**config.mk**
```make
export PLATFORM = sky130hd
export DESIGN_NAME = priv_1_7_int_source
export DESIGN_NICKNAME = d
export VERILOG_FILES = /design/src/rtl/machine_mode_types_1_7_pkg.sv /design/src/rtl/priv_1_7_int_sync.sv /design/src/rtl/priv_1_7_int_source.sv
export SDC_FILE = /design/constraint.sdc
export NUM_CORES = 1
export LEC_CHECK = 0
export CAP_MARGIN = 20
export CORE_MARGIN = 2
export CORE_UTILIZATION = 35
export DETAILED_ROUTE_END_ITERATION = 8
export DONT_BUFFER_PORTS = 1
export PLACE_DENSITY = 0.48
export RECOVER_POWER = 100
export SLEW_MARGIN = 20
export SYNTH_ARGS = -nofsm -noshare
export SYNTH_HDL_FRONTEND = slang
export SYNTH_HIERARCHICAL = 1
export SYNTH_SLANG_ARGS = --single-unit
```
**constraint.sdc**
```tcl
create_clock -name CLK -period 2.4 [get_ports CLK]
set_clock_uncertainty 0.1 [all_clocks]
set_input_delay 0.48 -clock CLK [delete_from_list [all_inputs] [get_ports CLK]]
set_output_delay 0.48 -clock CLK [all_outputs]
set_load 0.01 [all_outputs]
```
**src/rtl/machine_mode_types_1_7_pkg.sv**
```systemverilog
// machine_mode_types_1_7_pkg: shared machine-mode types and constants for the privilege unit.
package machine_mode_types_1_7_pkg;
    typedef logic [63:0] mtime_t;
    localparam mtime_t MTIMECMP_RESET = 64'hFFFF_FFFF_FFFF_FFFF;
endpackage

```
**src/rtl/priv_1_7_int_sync.sv**
```systemverilog
// priv_1_7_int_sync: SYNC_STAGES-deep flop chain bringing an asynchronous level into CLK.
module priv_1_7_int_sync #(
    parameter int SYNC_STAGES = 2
) (
    input  logic CLK,
    input  logic nRST,
    input  logic async_i,
    output logic sync_o
);
    logic [SYNC_STAGES-1:0] sync_q;
    always_ff @(posedge CLK or negedge nRST) begin
        if (!nRST) sync_q <= '0;
        else       sync_q <= {sync_q[SYNC_STAGES-2:0], async_i};
    end
    assign sync_o = sync_q[SYNC_STAGES-1];
endmodule

```
**src/rtl/priv_1_7_int_source.sv**
```systemverilog
// priv_1_7_int_source: machine timer, software and external interrupt sources.
// Define PRIV_EXT_INT_EDGE_EN for an edge-latched external interrupt; level mode otherwise.
module priv_1_7_int_source
    import machine_mode_types_1_7_pkg::*;
#(
    parameter int PRESCALE    = 1,
    parameter int SYNC_STAGES = 2
) (
    input  logic        CLK,
    input  logic        nRST,
    input  logic        ext_int_in,
    input  logic        ext_int_ack,
    input  logic        soft_int_set,
    input  logic        soft_int_clr,
    input  logic        mtimecmp_wen,
    input  logic        mtimecmp_hi,
    input  logic [31:0] mtimecmp_wdata,
    input  logic        clear_timer_int,
    output logic        timer_int,
    output logic        soft_int,
    output logic        ext_int,
    output mtime_t      mtime,
    output mtime_t      mtimecmp
);
    logic [15:0] cnt_q, cnt_d;
    mtime_t      mtime_q, mtime_d, mtimecmp_q, mtimecmp_d;
    logic        timer_q, timer_d, soft_q, soft_d, tick, s_out;
    assign tick = cnt_q == 16'(PRESCALE - 1);
    always_comb begin
        cnt_d      = tick ? '0 : cnt_q + 16'd1;
        mtime_d    = tick ? mtime_q + 64'd1 : mtime_q;
        mtimecmp_d = !mtimecmp_wen ? mtimecmp_q :
                     mtimecmp_hi   ? {mtimecmp_wdata, mtimecmp_q[31:0]} :
                                     {mtimecmp_q[63:32], mtimecmp_wdata};
        // a write or clear beats a live compare so software can always drop the line
        timer_d    = (mtimecmp_wen | clear_timer_int) ? 1'b0 : (mtime_q >= mtimecmp_q) | timer_q;
        soft_d     = soft_int_set | (soft_q & ~soft_int_clr);
    end
    always_ff @(posedge CLK or negedge nRST) begin
        if (!nRST) begin
            cnt_q      <= '0;
            mtime_q    <= '0;
            mtimecmp_q <= MTIMECMP_RESET;
            timer_q    <= 1'b0;
            soft_q     <= 1'b0;
        end else begin
            cnt_q      <= cnt_d;
            mtime_q    <= mtime_d;
            mtimecmp_q <= mtimecmp_d;
            timer_q    <= timer_d;
            soft_q     <= soft_d;
        end
    end
    priv_1_7_int_sync #(.SYNC_STAGES(SYNC_STAGES)) u_sync (
        .CLK    (CLK),
        .nRST   (nRST),
        .async_i(ext_int_in),
        .sync_o (s_out)
    );
`ifdef PRIV_EXT_INT_EDGE_EN
    logic s_out_d_q, ext_q, ext_d;
    assign ext_d = (s_out & ~s_out_d_q) | (ext_q & ~ext_int_ack);
    always_ff @(posedge CLK or negedge nRST) begin
        if (!nRST) begin
            s_out_d_q <= 1'b0;
            ext_q     <= 1'b0;
        end else begin
            s_out_d_q <= s_out;
            ext_q     <= ext_d;
        end
    end
    assign ext_int = ext_q;
`else
    logic unused_ack;
    assign unused_ack = ext_int_ack;
    assign ext_int    = s_out;
`endif
    assign timer_int = timer_q;
    assign soft_int  = soft_q;
    assign mtime     = mtime_q;
    assign mtimecmp  = mtimecmp_q;
endmodule

```
# After elaboration in Yosys (flattened, before gate mapping)
# Index checks and enable logic that the tools add are counted.
[word_totals]
input_bits = 41
word_cells = 21
regBits = 148
[op_classes]
reduce_logical = 3
muxes = 2
bitwise = 6
n_addsub = 2
n_lt_le_gt_ge = 1
[op_table]
columns = ["operator", "n"]
rows = [
  ["adder 64 x 1 -> 64 bit (second input constant)", 1],
  [">= comparator 64 bit", 1],
  ["adder 16 x 1 -> 16 bit (second input constant)", 1],
  ["logical NOT 16 bit", 1],
  ["two-way mux 16 bit", 1],
  ["AND reduction 2 bit", 2],
  ["bitwise OR 1 bit", 3],
  ["inverter 1 bit", 2],
  ["AND 1 bit", 1],
  ["two-way mux 1 bit", 1],
]

# Longest topological paths before layout
# Gate-level depths: netlist of run 1.
[logic_depth]
word_depth = 3
mapped_depth = 10
mapped_depth_nobuf = 8

# By module
# The synthesis of run 1 kept the hierarchy.
[modules_own_cells]
columns = ["mod", "area_per_inst_um2", "seq_area_each_um2", "n_inst", "cells_per_inst"]
rows = [
  ["priv_1_7_int_source", 7694.9, 3733.6, 1, 733],
  ["priv_1_7_int_sync", 50.0, 50.0, 1, 2],
]

# Worst setup path before layout of run 1
# Ideal clock, no wire load.
[synth_path]
kind = "reg-to-reg"
from = "reg mtime_q[10], in the netlist mtime[10]"
to = "reg mtime_q[60], in the netlist mtime[60]"
path_buffers = 1
slack_ns = 0.078
setup_time_ns = 0.079
arrival_ns = 2.143
path_stages_with_launch = 8
path_cell_list = "dfrtp_1 > nand4_2 > or4_4 > nor4_4 > nand4_1 > buf_4 > nor4_4 > xor2_1"
[synth_via]
elab_chain_len = 1
[synth_lines]
columns = ["element", "line_no", "text"]
rows = [
  ["start, declared", "priv_1_7_int_source.sv:26", "mtime_t mtime_q, mtime_d, mtimecmp_q, mtimecmp_d;"],
  ["start signal, assigned", "priv_1_7_int_source.sv:48", "mtime_q <= mtime_d;"],
  ["adder 64 x 1 -> 64 bit", "priv_1_7_int_source.sv:31", "mtime_d = tick ? mtime_q + 64'd1 : mtime_q;"],
]
# No other way between the ends.
# A chain may end at the register's enable or synchronous reset.

# Worst setup path in the final report of run 1
[layout_path]
from = "reg mtime_q[14], in the netlist mtime[14]"
to = "reg mtime_q[56], in the netlist mtime[56]"
# Same word-level chain as after synthesis.

==> flow_summary_export.csv, run 1 <==
group,metric,value,unit
critical_path,r2r_setup_slack,110,ps
logic_synthesis,syn_avg_cell_area,10.5,um2
sta,finalCriticalPeriod,2290,ps
grt,global_route.usage.total,0.178,
grt,busiest_layer,"met2",
die,core-area,0.0218,mm2
power_and_ir_drop,peakVddDrop,0.426,mV
power_and_ir_drop,p_int,4.62,mW
critical_path,critPathCaptureType,"register",
grt,met1_usage,0.222,
sta,rsz0062_at_grt,"no",
sta,fin_setup_tns,0,ps
clock_network,htreeDepth,4,
logic_synthesis,synthArstFlopShare,1.00,
detailed_routing,wl_per_cell,18.2,um
die,die_h,153,um
critical_path,r2r_end,"mtime[56]$_DFFE_PN0N_",
logic_synthesis,syn_inst,735,
critical_path,ff2ff_path_depth,7,
detailed_routing,routed_via_density,5.01,
detailed_routing,drc,0,
die,io_pins,172,
critical_path,r2r_start,"mtime[14]$_DFFE_PN0N_",
logic_synthesis,netlist.area_leader.share,0.271,
critical_path,worstSetupPathType,"register to register",
power_and_ir_drop,clkPwrFrac,0.445,
logic_synthesis,synthTopCellsByCount,"dfrtp_1, nand2_1, inv_1, ha_1, dfstp_2",
clock_network,cts.clk_slew.worst_paths,60,ps
grt,overflow,0,
grt,grt_use_met3,0.0685,
grt,antenna_found_initial,1,
die,num_rows,54,
power_and_ir_drop,sw_frac_of_total,0.244,
status,violations,"hold timing",
die,dieArea,0.0233,mm2
final_layout,finalNetCount,922,
placement,place.gp.congestion,0.801,
logic_synthesis,synth_area_leaders,"dfrtp_1, dfstp_2, ha_1",
logic_synthesis,yosysWarnings,6,
critical_path,critPathLaunchType,"register",
critical_path,critPathMaxFanout,11,
power_and_ir_drop,pwr-share-comb,0.076,
sta,setup_viol,0,
sta,slew_headroom,0.153,
status,status,"complete, but fails checks",
grt,grtUsageMet2,0.287,
logic_synthesis,ys_types,41,
detailed_routing,drtPass1Iterations,4,
sta,fin_crit_sh,0.955,
sta,max_freq,0.436,GHz
clock_network,cts_buffers,17,
grt,grt_pass1_wl,32700,um
logic_synthesis,ys_seq_elements,148,
logic_synthesis,yosysMostFrequentCell,"dfrtp_1",
logic_synthesis,synth_enable_flop_cells,0,
final_layout,areaGrowthSynthToFinish,17.0,%
power_and_ir_drop,p_leak,4.18,nW
clock_network,tritoncts,"done",
final_layout,num_antenna_cells,0,
power_and_ir_drop,pwr_density_cell,675,mW/mm2
clock_network,cts_root_buffer,"clkbuf_16",
sta,worstMarginPinSlew,1270,ps
clock_network,clock_latency,420,ps
die,initial_core_util,0.356,
power_and_ir_drop,power.share.sequential,0.479,
grt,grt_max_degree,149,
sta,drv_slew,0,
clock_network,ctsLongestPathBuffers,2,
placement,hpwl,15900,um
grt,first_global_vias,5848,
hold_path,min-delay-path-class,"primary input to asynchronous set/reset pin",
logic_synthesis,seq_area_frac_synth,0.489,
detailed_routing,vias,5546,
detailed_routing,ant_nets,0,
power_and_ir_drop,p_sw,1.49,mW
placement,io_buffers,0,
detailed_routing,routed_wl,20200,um
critical_path,cp_data_required_time,2640,ps
clock_network,numClockSinks,148,
detailed_routing,drt_iter0_drc,191,
die,die_x,153,um
clock_network,cts_hold_buffers,1,
job,max-cap-violations,0,
logic_synthesis,yosysTopAreaCell,"dfrtp_1",
final_layout,final_layout_size_suffix_gt1_frac,0.138,
logic_synthesis,synth_nets,843,
sta,holdWs,-346,ps
sta,finalHoldViolCount,148,
logic_synthesis,mappedNetlistArea,0.00774,mm2
critical_path,crit_arrival,2530,ps
logic_synthesis,synth_ff_type,"dfrtp_1",
-- worst max path at each step --
stage	from	slack, ps	to	cells after the start
6_report	mtime[14]$_DFFE_PN0N_	110	mtime[56]$_DFFE_PN0N_	7
5_1_grt	cnt_q[1]$_DFF_PN0_	5	mtime[14]$_DFFE_PN0N_	10
4_1_cts	mtimecmp[2]$_DFFE_PN1P_	20	timer_int$_DFF_PN0_	9
3_5_place_dp	cnt_q[0]$_DFF_PN0_	-120	mtime[35]$_DFFE_PN0N_	10
3_3_place_gp	cnt_q[0]$_DFF_PN0_	-70	mtime[35]$_DFFE_PN0N_	10
2_1_floorplan	mtime[10]$_DFFE_PN0N_	80	mtime[60]$_DFFE_PN0N_	7
-- flip-flops by register name, summed over array words and instances, names as in the netlist --
name	cells
mtime	64
mtimecmp	64
cnt_q	16
u_sync/sync_q	2
soft_int	1
timer_int	1
-- worst max-delay path: stages, from the launching register on --
cell	delay, ps
dfrtp_1	360
nand4_1	180
or4_4	490
nor4_4	270
nand4_1	130
buf_4	210
nor4_2	300
xor2_1	170
-- layout make-up --
| cell class | count | area [um2] |
|---|---|---|
| fillers | 2135 | 12700 |
| flip-flops and latches | 148 | 3780 |
| multi-input cells | 497 | 3660 |
| clock buffers | 24 | 472 |
| repair buffers | 75 | 392 |
| well taps | 280 | 350 |
| inverters | 75 | 282 |
| clock inverters | 8 | 126 |
-- kinds of logic (layout without fill, tap and decap cells) --
family | after synthesis | in the layout | synth area share
compound gates | 83 | 83 | 0.0607
xor+xnor | 77 | 77 | 0.0871
fa+ha+maj | 67 | 67 | 0.108
buf+inv | 90 | 182 | 0.0444
flops | 148 | 148 | 0.489
mux | 34 | 34 | 0.0494
simple gates | 236 | 236 | 0.162
-- cells in the final DEF (no fill, tap or decap), drive strengths merged, types with 2 or more instances in the layout --
master,n
nor2b,7
mux2,34
clkinv,2
o211ai,3
a21oi,24
xor2,27
ha,67
dfrtp,84
or4,2
o21ai,39
dfstp,64
nand2b,2
xnor2,50
nand2,77
nor4,7
and4,14
clkbuf,72
nand3,29
and3,11
a21o,9
a211oi,3
nor3,17
nand4,31
bufinv,3
buf,26
inv,75
nor2,33
clkinvlp,3
and2,3
-- per-stage QoR --
step / setup slack (ps) / power [mW] / util / cells / area (um2)
2_1_floorplan: 77.7 / 3.30 / - / 735 / 7740
3_3_place_gp: -67.4 / 3.47 / 0.395 / 1073 / 8590
3_5_place_dp: -119 / 3.49 / 0.395 / 1073 / 8590
4_1_cts: 22.2 / 6.25 / 0.424 / 1106 / 9230
5_1_grt: 4.78 / 6.38 / 0.416 / 1107 / 9060
6_report: 109 / 6.11 / 0.416 / 1107 / 9060
-- what timing repair did --
item / CTS / global route
setup endpoints to repair: 13 / 11
endpoints found under the hold margin: 149 / 148
resized for setup: 5 / 8
setup buffers: 0 / 1
cloned: 0 / 0
pin swaps: 0 / 4
-- power groups by stage --
stage	Clock [mW]	Combinational, mW	Sequential [mW]
after global routing	2.89	0.535	2.95
after floorplan	0	0.336	2.97
final	2.72	0.464	2.93
after global placement	0	0.447	3.02
after detailed placement	0	0.464	3.02
after CTS	2.79	0.473	2.98
-- routing by layer --
metal | routed length, um | share of wire
met1 | 8650 | 0.43
met5 | 13 | 0.00064
met4 | 368 | 0.018
met2 | 9530 | 0.47
met3 | 1620 | 0.080
(Power assumes the default switching activity.)
==> run 2: changes to the inputs <==
- CORE_UTILIZATION: 35 -> 50
- CTS_BUF_LIST: unset -> sky130_fd_sc_hd__clkbuf_4 sky130_fd_sc_hd__clkbuf_8
- PLACE_DENSITY: 0.48 -> 0.65
- SLEW_MARGIN: 20 -> unset
==> flow_summary_export.csv, run 2 (synthesis gave the netlist of run 1 again) <==
group,metric,value,unit
critical_path,cp_data_required_time,2660,ps
clock_network,numClockSinks,148,
hold_path,min-delay-path-class,"primary input to asynchronous set/reset pin",
final_layout,stdcell_area,0.00881,mm2
placement,io_buffers,0,
power_and_ir_drop,p_total,5.74,mW
die,die_h,128,um
status,status,"complete, but fails checks",
detailed_routing,routed_wl,19100,um
detailed_routing,ant_nets,0,
placement,dp_slack,-89.0,ps
final_layout,finalNetCount,909,
detailed_routing,vias,5639,
critical_path,r2r_start,"mtime[11]$_DFFE_PN0N_",
sta,worst_slack,58.0,ps
clock_network,clock_latency,440,ps
sta,fin_setup_tns,0,ps
sta,setup_viol,0,
final_layout,n_fill_cell,1301,
final_layout,layoutNonFillerInstCount,1002,
clock_network,cts.clk_slew.worst_paths,80,ps
final_layout,num_antenna_cells,0,
final_layout,layout_commonest_cell,"dfrtp_1",
die,die_x,128,um
sta,worstMarginPinSlew,1730,ps
power_and_ir_drop,p_sw,1.41,mW
power_and_ir_drop,peakVddDrop,0.391,mV
final_layout,final_cell_mix,"dfrtp_1, nand2_1, inv_1, ha_1, dfstp_1",
clock_network,htreeDepth,4,
placement,place.gp.congestion,0.860,
sta,finalCriticalPeriod,2340,ps
sta,holdWs,-377,ps
die,num_rows,45,
critical_path,path_cells,"nand4_2 -> or4_4 -> nor4_4 -> nand4_1 -> buf_6 -> nor4_4 -> xor2_1",
critical_path,crit_path_top_delay_cell,"or4_4",
clock_network,cts_root_buffer,"clkbuf_8",
placement,hpwl,14700,um
grt,grt_max_degree,149,
critical_path,ff2ff_path_depth,7,
detailed_routing,drtPass1Iterations,4,
die,initial_core_util,0.511,
critical_path,cpPeakStageDelay,540,ps
final_layout,areaGrowthSynthToFinish,13.8,%
sta,rsz0062_at_grt,"yes",
die,dieArea,0.0165,mm2
critical_path,worstSetupPathType,"register to register",
placement,place_inst,965,
sta,max_freq,0.427,GHz
grt,global_route.usage.total,0.238,
grt,first_global_vias,5919,
grt,overflow,0,
final_layout,final_layout_size_suffix_gt1_frac,0.129,
critical_path,critPathMaxFanout,7,
critical_path,r2r_end,"mtime[60]$_DFFE_PN0N_",
clock_network,ctsLongestPathBuffers,2,
critical_path,critPathCaptureType,"register",
clock_network,cts_buffers,17,
power_and_ir_drop,p_int,4.33,mW
detailed_routing,drt_iter0_drc,287,
power_and_ir_drop,pwr-share-comb,0.079,
job,max-cap-violations,1,
critical_path,r2r_setup_slack,60,ps
die,core-area,0.0151,mm2
critical_path,cp_common_cell,"nor4_4",
sta,slew_headroom,-0.155,
detailed_routing,wl_per_cell,19.1,um
power_and_ir_drop,pwr_density_cell,651,mW/mm2
critical_path,crit_arrival,2600,ps
die,io_pins,172,
power_and_ir_drop,power.share.sequential,0.510,
power_and_ir_drop,sw_frac_of_total,0.246,
grt,antenna_found_initial,0,
power_and_ir_drop,p_leak,4.20,nW
detailed_routing,routed_via_density,5.63,
power_and_ir_drop,clkPwrFrac,0.412,
grt,grt_pass1_wl,30500,um
clock_network,tritoncts,"done",
critical_path,critPathLaunchType,"register",
placement,placed_cell_area,0.00839,mm2
status,violations,"hold timing, capacitance limit, slew limit",
sta,drv_slew,28,
sta,finalHoldViolCount,148,
detailed_routing,drc,0,
sta,fin_crit_sh,0.976,
clock_network,cts_hold_buffers,1,
==> run 2: what timing repair did <==
item | 4_1_cts | 5_1_grt
setup endpoints to repair | 5 | 22
resized for setup | 3 | 12
buffers inserted | 2 | 2
pin swaps | 2 | 3
hold endpoints to repair | 149 | 148
==> run 2: critical path: cells and delay by family, from the launching register on <==
family	cells	cell delay, ps
xor+xnor	1	190
simple gates	5	1380
flops	1	380
buf+inv	1	210
==> run 2: metrics by stage <==
stage | util | hold slack (ps)
after floorplan | - | 84.4
after global placement | 0.554 | 88.4
after detailed placement | 0.554 | 87.9
after CTS | 0.589 | -403
after global routing | 0.582 | -413
final | 0.582 | -377
==> run 2: how the worst max path moves through the flow <==
stage / endpoint / slack, ps / start
finish: mtime[60]$_DFFE_PN0N_ / 60 / mtime[11]$_DFFE_PN0N_
global route: mtime[54]$_DFFE_PN0N_ / -70 / mtime[10]$_DFFE_PN0N_
CTS: mtime[60]$_DFFE_PN0N_ / 5 / mtime[11]$_DFFE_PN0N_
detailed placement: mtime[60]$_DFFE_PN0N_ / -90 / cnt_q[1]$_DFF_PN0_
global placement: mtime[60]$_DFFE_PN0N_ / 60 / cnt_q[0]$_DFF_PN0_
floorplan: mtime[60]$_DFFE_PN0N_ / 80 / mtime[10]$_DFFE_PN0N_
==> run 2: area by class of cell <==
type	instances	area (um2)	area share
clock buffer	20	269	0.0305
clock inverter	12	223	0.0253
inverter	75	282	0.0319
multi-input combinational	497	3690	0.419
sequential	148	3780	0.429
tap	188	235	0.0267
timing repair buffer	62	332	0.0376
==> run 2: power by group through the flow <==
stage	logic (mW)	registers, mW	clock network (mW)
after global routing	0.521	2.95	2.52
final	0.451	2.92	2.36
after global placement	0.434	3.02	0
after floorplan	0.336	2.97	0
after CTS	0.465	2.98	2.41
after detailed placement	0.459	3.02	0
==> run 2: routing by layer <==
| layer | track usage | share of wire |
|---|---|---|
| met3 | 0.0819 | 0.091 |
| met1 | 0.295 | 0.41 |
| met4 | 0.0879 | 0.026 |
| met5 | 0 | 0 |
| met2 | 0.390 | 0.48 |
==> run 3: changes to the inputs <==
--- a/config.mk
+++ b/config.mk
@@ -9,3 +9,3 @@
 export CORE_MARGIN = 2
-export CORE_UTILIZATION = 50
+export CORE_UTILIZATION = 60
 export CTS_BUF_LIST = sky130_fd_sc_hd__clkbuf_4 sky130_fd_sc_hd__clkbuf_8
@@ -13,3 +13,3 @@
 export DONT_BUFFER_PORTS = 1
-export PLACE_DENSITY = 0.65
+export PLACE_DENSITY = 0.76
 export RECOVER_POWER = 100
==> constraint.sdc (replaced) <==
create_clock -name CLK -period 2.4 [get_ports CLK]
set_clock_uncertainty 0.1 [all_clocks]
set_input_delay 0.12 -clock CLK [delete_from_list [all_inputs] [get_ports CLK]]
set_output_delay 0.12 -clock CLK [all_outputs]
set_load 0.01 [all_outputs]
==> flow_summary_export.csv, run 3 (synthesis gave the netlist of run 1 again) <==
group,metric,value,unit
status,status,"complete, but fails checks",
status,violations,"hold timing",
detailed_routing,drt_iter0_drc,413,
power_and_ir_drop,p_sw,1.42,mW
placement,hpwl,14500,um
die,initial_core_util,0.614,
placement,place_inst,942,
placement,place.gp.congestion,0.891,
critical_path,critPathCaptureType,"register",
placement,io_buffers,0,
clock_network,numClockSinks,148,
detailed_routing,wl_per_cell,19.9,um
critical_path,worstSetupPathType,"register to register",
detailed_routing,drc,0,
clock_network,cts.clk_slew.worst_paths,80,ps
power_and_ir_drop,clkPwrFrac,0.325,
die,die_x,118,um
grt,grt_max_degree,149,
clock_network,cts_buffers,17,
die,io_pins,172,
sta,slew_headroom,0.157,
final_layout,final_layout_size_suffix_gt1_frac,0.216,
sta,fin_crit_sh,0.955,
die,die_h,118,um
power_and_ir_drop,p_leak,4.47,nW
final_layout,final_core_util,0.740,
die,dieArea,0.0138,mm2
power_and_ir_drop,power.share.sequential,0.565,
grt,grt_pass1_wl,32800,um
grt,overflow,0,
clock_network,htreeDepth,4,
grt,global_route.usage.total,0.302,
final_layout,areaGrowthSynthToFinish,20.5,%
power_and_ir_drop,sw_frac_of_total,0.269,
detailed_routing,routed_via_density,5.78,
die,num_rows,41,
placement,placed_cell_area,0.00829,mm2
sta,worstMarginPinSlew,1270,ps
sta,setup_viol,0,
critical_path,critPathMaxFanout,2,
final_layout,layoutNonFillerInstCount,1038,
final_layout,final_cell_mix,"dfrtp_1, nand2_1, inv_1, ha_1, dlygate4sd3_1",
clock_network,ctsLongestPathBuffers,2,
grt,first_global_vias,6219,
sta,finalHoldViolCount,148,
sta,rsz0062_at_grt,"yes",
final_layout,num_antenna_cells,0,
job,max-cap-violations,0,
clock_network,tritoncts,"done",
critical_path,cp_data_required_time,2640,ps
clock_network,cts_root_buffer,"clkbuf_8",
clock_network,cts_hold_buffers,60,
power_and_ir_drop,p_total,5.28,mW
critical_path,crit_arrival,2530,ps
clock_network,clock_latency,460,ps
critical_path,r2r_end,"timer_int$_DFF_PN0_",
sta,drv_slew,0,
detailed_routing,ant_nets,0,
final_layout,layout_commonest_cell,"dfrtp_1",
sta,max_freq,0.436,GHz
power_and_ir_drop,pwr_density_cell,565,mW/mm2
die,core-area,0.0126,mm2
grt,antenna_found_initial,0,
detailed_routing,routed_wl,20600,um
detailed_routing,drtPass1Iterations,5,
final_layout,stdcell_area,0.00934,mm2
power_and_ir_drop,p_int,3.86,mW
final_layout,n_fill_cell,844,
power_and_ir_drop,pwr-share-comb,0.110,
critical_path,critPathLaunchType,"register",
critical_path,ff2ff_path_depth,8,
power_and_ir_drop,peakVddDrop,0.391,mV
final_layout,finalNetCount,961,
critical_path,r2r_start,"mtimecmp[2]$_DFFE_PN1P_",
sta,holdWs,-750,ps
detailed_routing,vias,6000,
sta,finalCriticalPeriod,2290,ps
hold_path,min-delay-path-class,"primary input to asynchronous set/reset pin",
critical_path,r2r_setup_slack,110,ps
run 3: changes by cell type in the layout (fill, tap and decap cells not counted), sizes merged:
cell | before | now
clkbuf | 60 | 31
clkinv | 5 | 7
bufinv | 6 | 0
nor2b | 7 | 8
inv | 76 | 74
dlygate4sd3 | 1 | 60
dlymetal6s2s | 1 | 0
buf | 20 | 48
run 3: power by group through the flow:
stage	clock (mW)	combinational (mW)	sequential (mW)
4_1_cts	1.72	0.549	2.99
3_5_place_dp	0	0.439	3.03
6_report	1.71	0.581	2.98
3_3_place_gp	0	0.407	3.02
5_1_grt	1.84	0.649	3.00
2_1_floorplan	0	0.336	2.97
run 3: cell type report:
| type | instances | area (um2) | share of cell area |
|---|---|---|---|
| Tap cell | 172 | 215 | 0.0231 |
| Multi-Input combinational cell | 498 | 3720 | 0.399 |
| Timing Repair Buffer | 113 | 996 | 0.107 |
| Clock inverter | 6 | 30.0 | 0.00322 |
| Sequential cell | 148 | 3780 | 0.405 |
| Clock buffer | 26 | 308 | 0.0330 |
| Inverter | 75 | 282 | 0.0302 |
run 3: routing by layer:
metal  GRT usage  share of wire  vias to the layer above
met1       0.351           0.39                     2972
met2       0.511           0.50                      225
met5           0              0                        -
met3       0.116          0.082                       40
li1            -              -                     2763
met4       0.107          0.029                        0
run 3: stage by stage:
step                      setup WS (ps)  hold WS [ps]  TNS, ps
after floorplan                    77.7          -276        0
after global placement            -58.7          -272    -58.7
after detailed placement          -57.1          -272     -233
after CTS                          20.2          -763        0
after global routing              -48.3          -780     -113
final                               107          -750        0
run 3: timing repair:
item,in CTS,in global routing
hold endpoints to repair,215,148
setup endpoints to repair,9,44
pin swaps,0,9
buffers inserted,0,3
gates cloned,0,1
resized for setup,3,15
run 3: critical path: stages, from the launching register on:
cell	delay (ps)
dfstp_2	570
inv_1	80
ha_1	300
a211oi_1	220
o21ai_0	160
a41oi_2	280
o221ai_1	160
a21oi_1	190
o211ai_1	120
run 3: how the worst max path moves through the flow:
stage	from	end	slack (ps)	cells after the start
after floorplan	mtime[10]$_DFFE_PN0N_	mtime[60]$_DFFE_PN0N_	80	7
after global placement	mtimecmp[31]$_DFFE_PN1P_	timer_int$_DFF_PN0_	-60	8
after detailed placement	mtimecmp[31]$_DFFE_PN1P_	timer_int$_DFF_PN0_	-60	8
after CTS	mtime[10]$_DFFE_PN0N_	mtime[60]$_DFFE_PN0N_	20	7
after global routing	mtimecmp[2]$_DFFE_PN1P_	timer_int$_DFF_PN0_	-50	8
final	mtimecmp[2]$_DFFE_PN1P_	timer_int$_DFF_PN0_	110	8
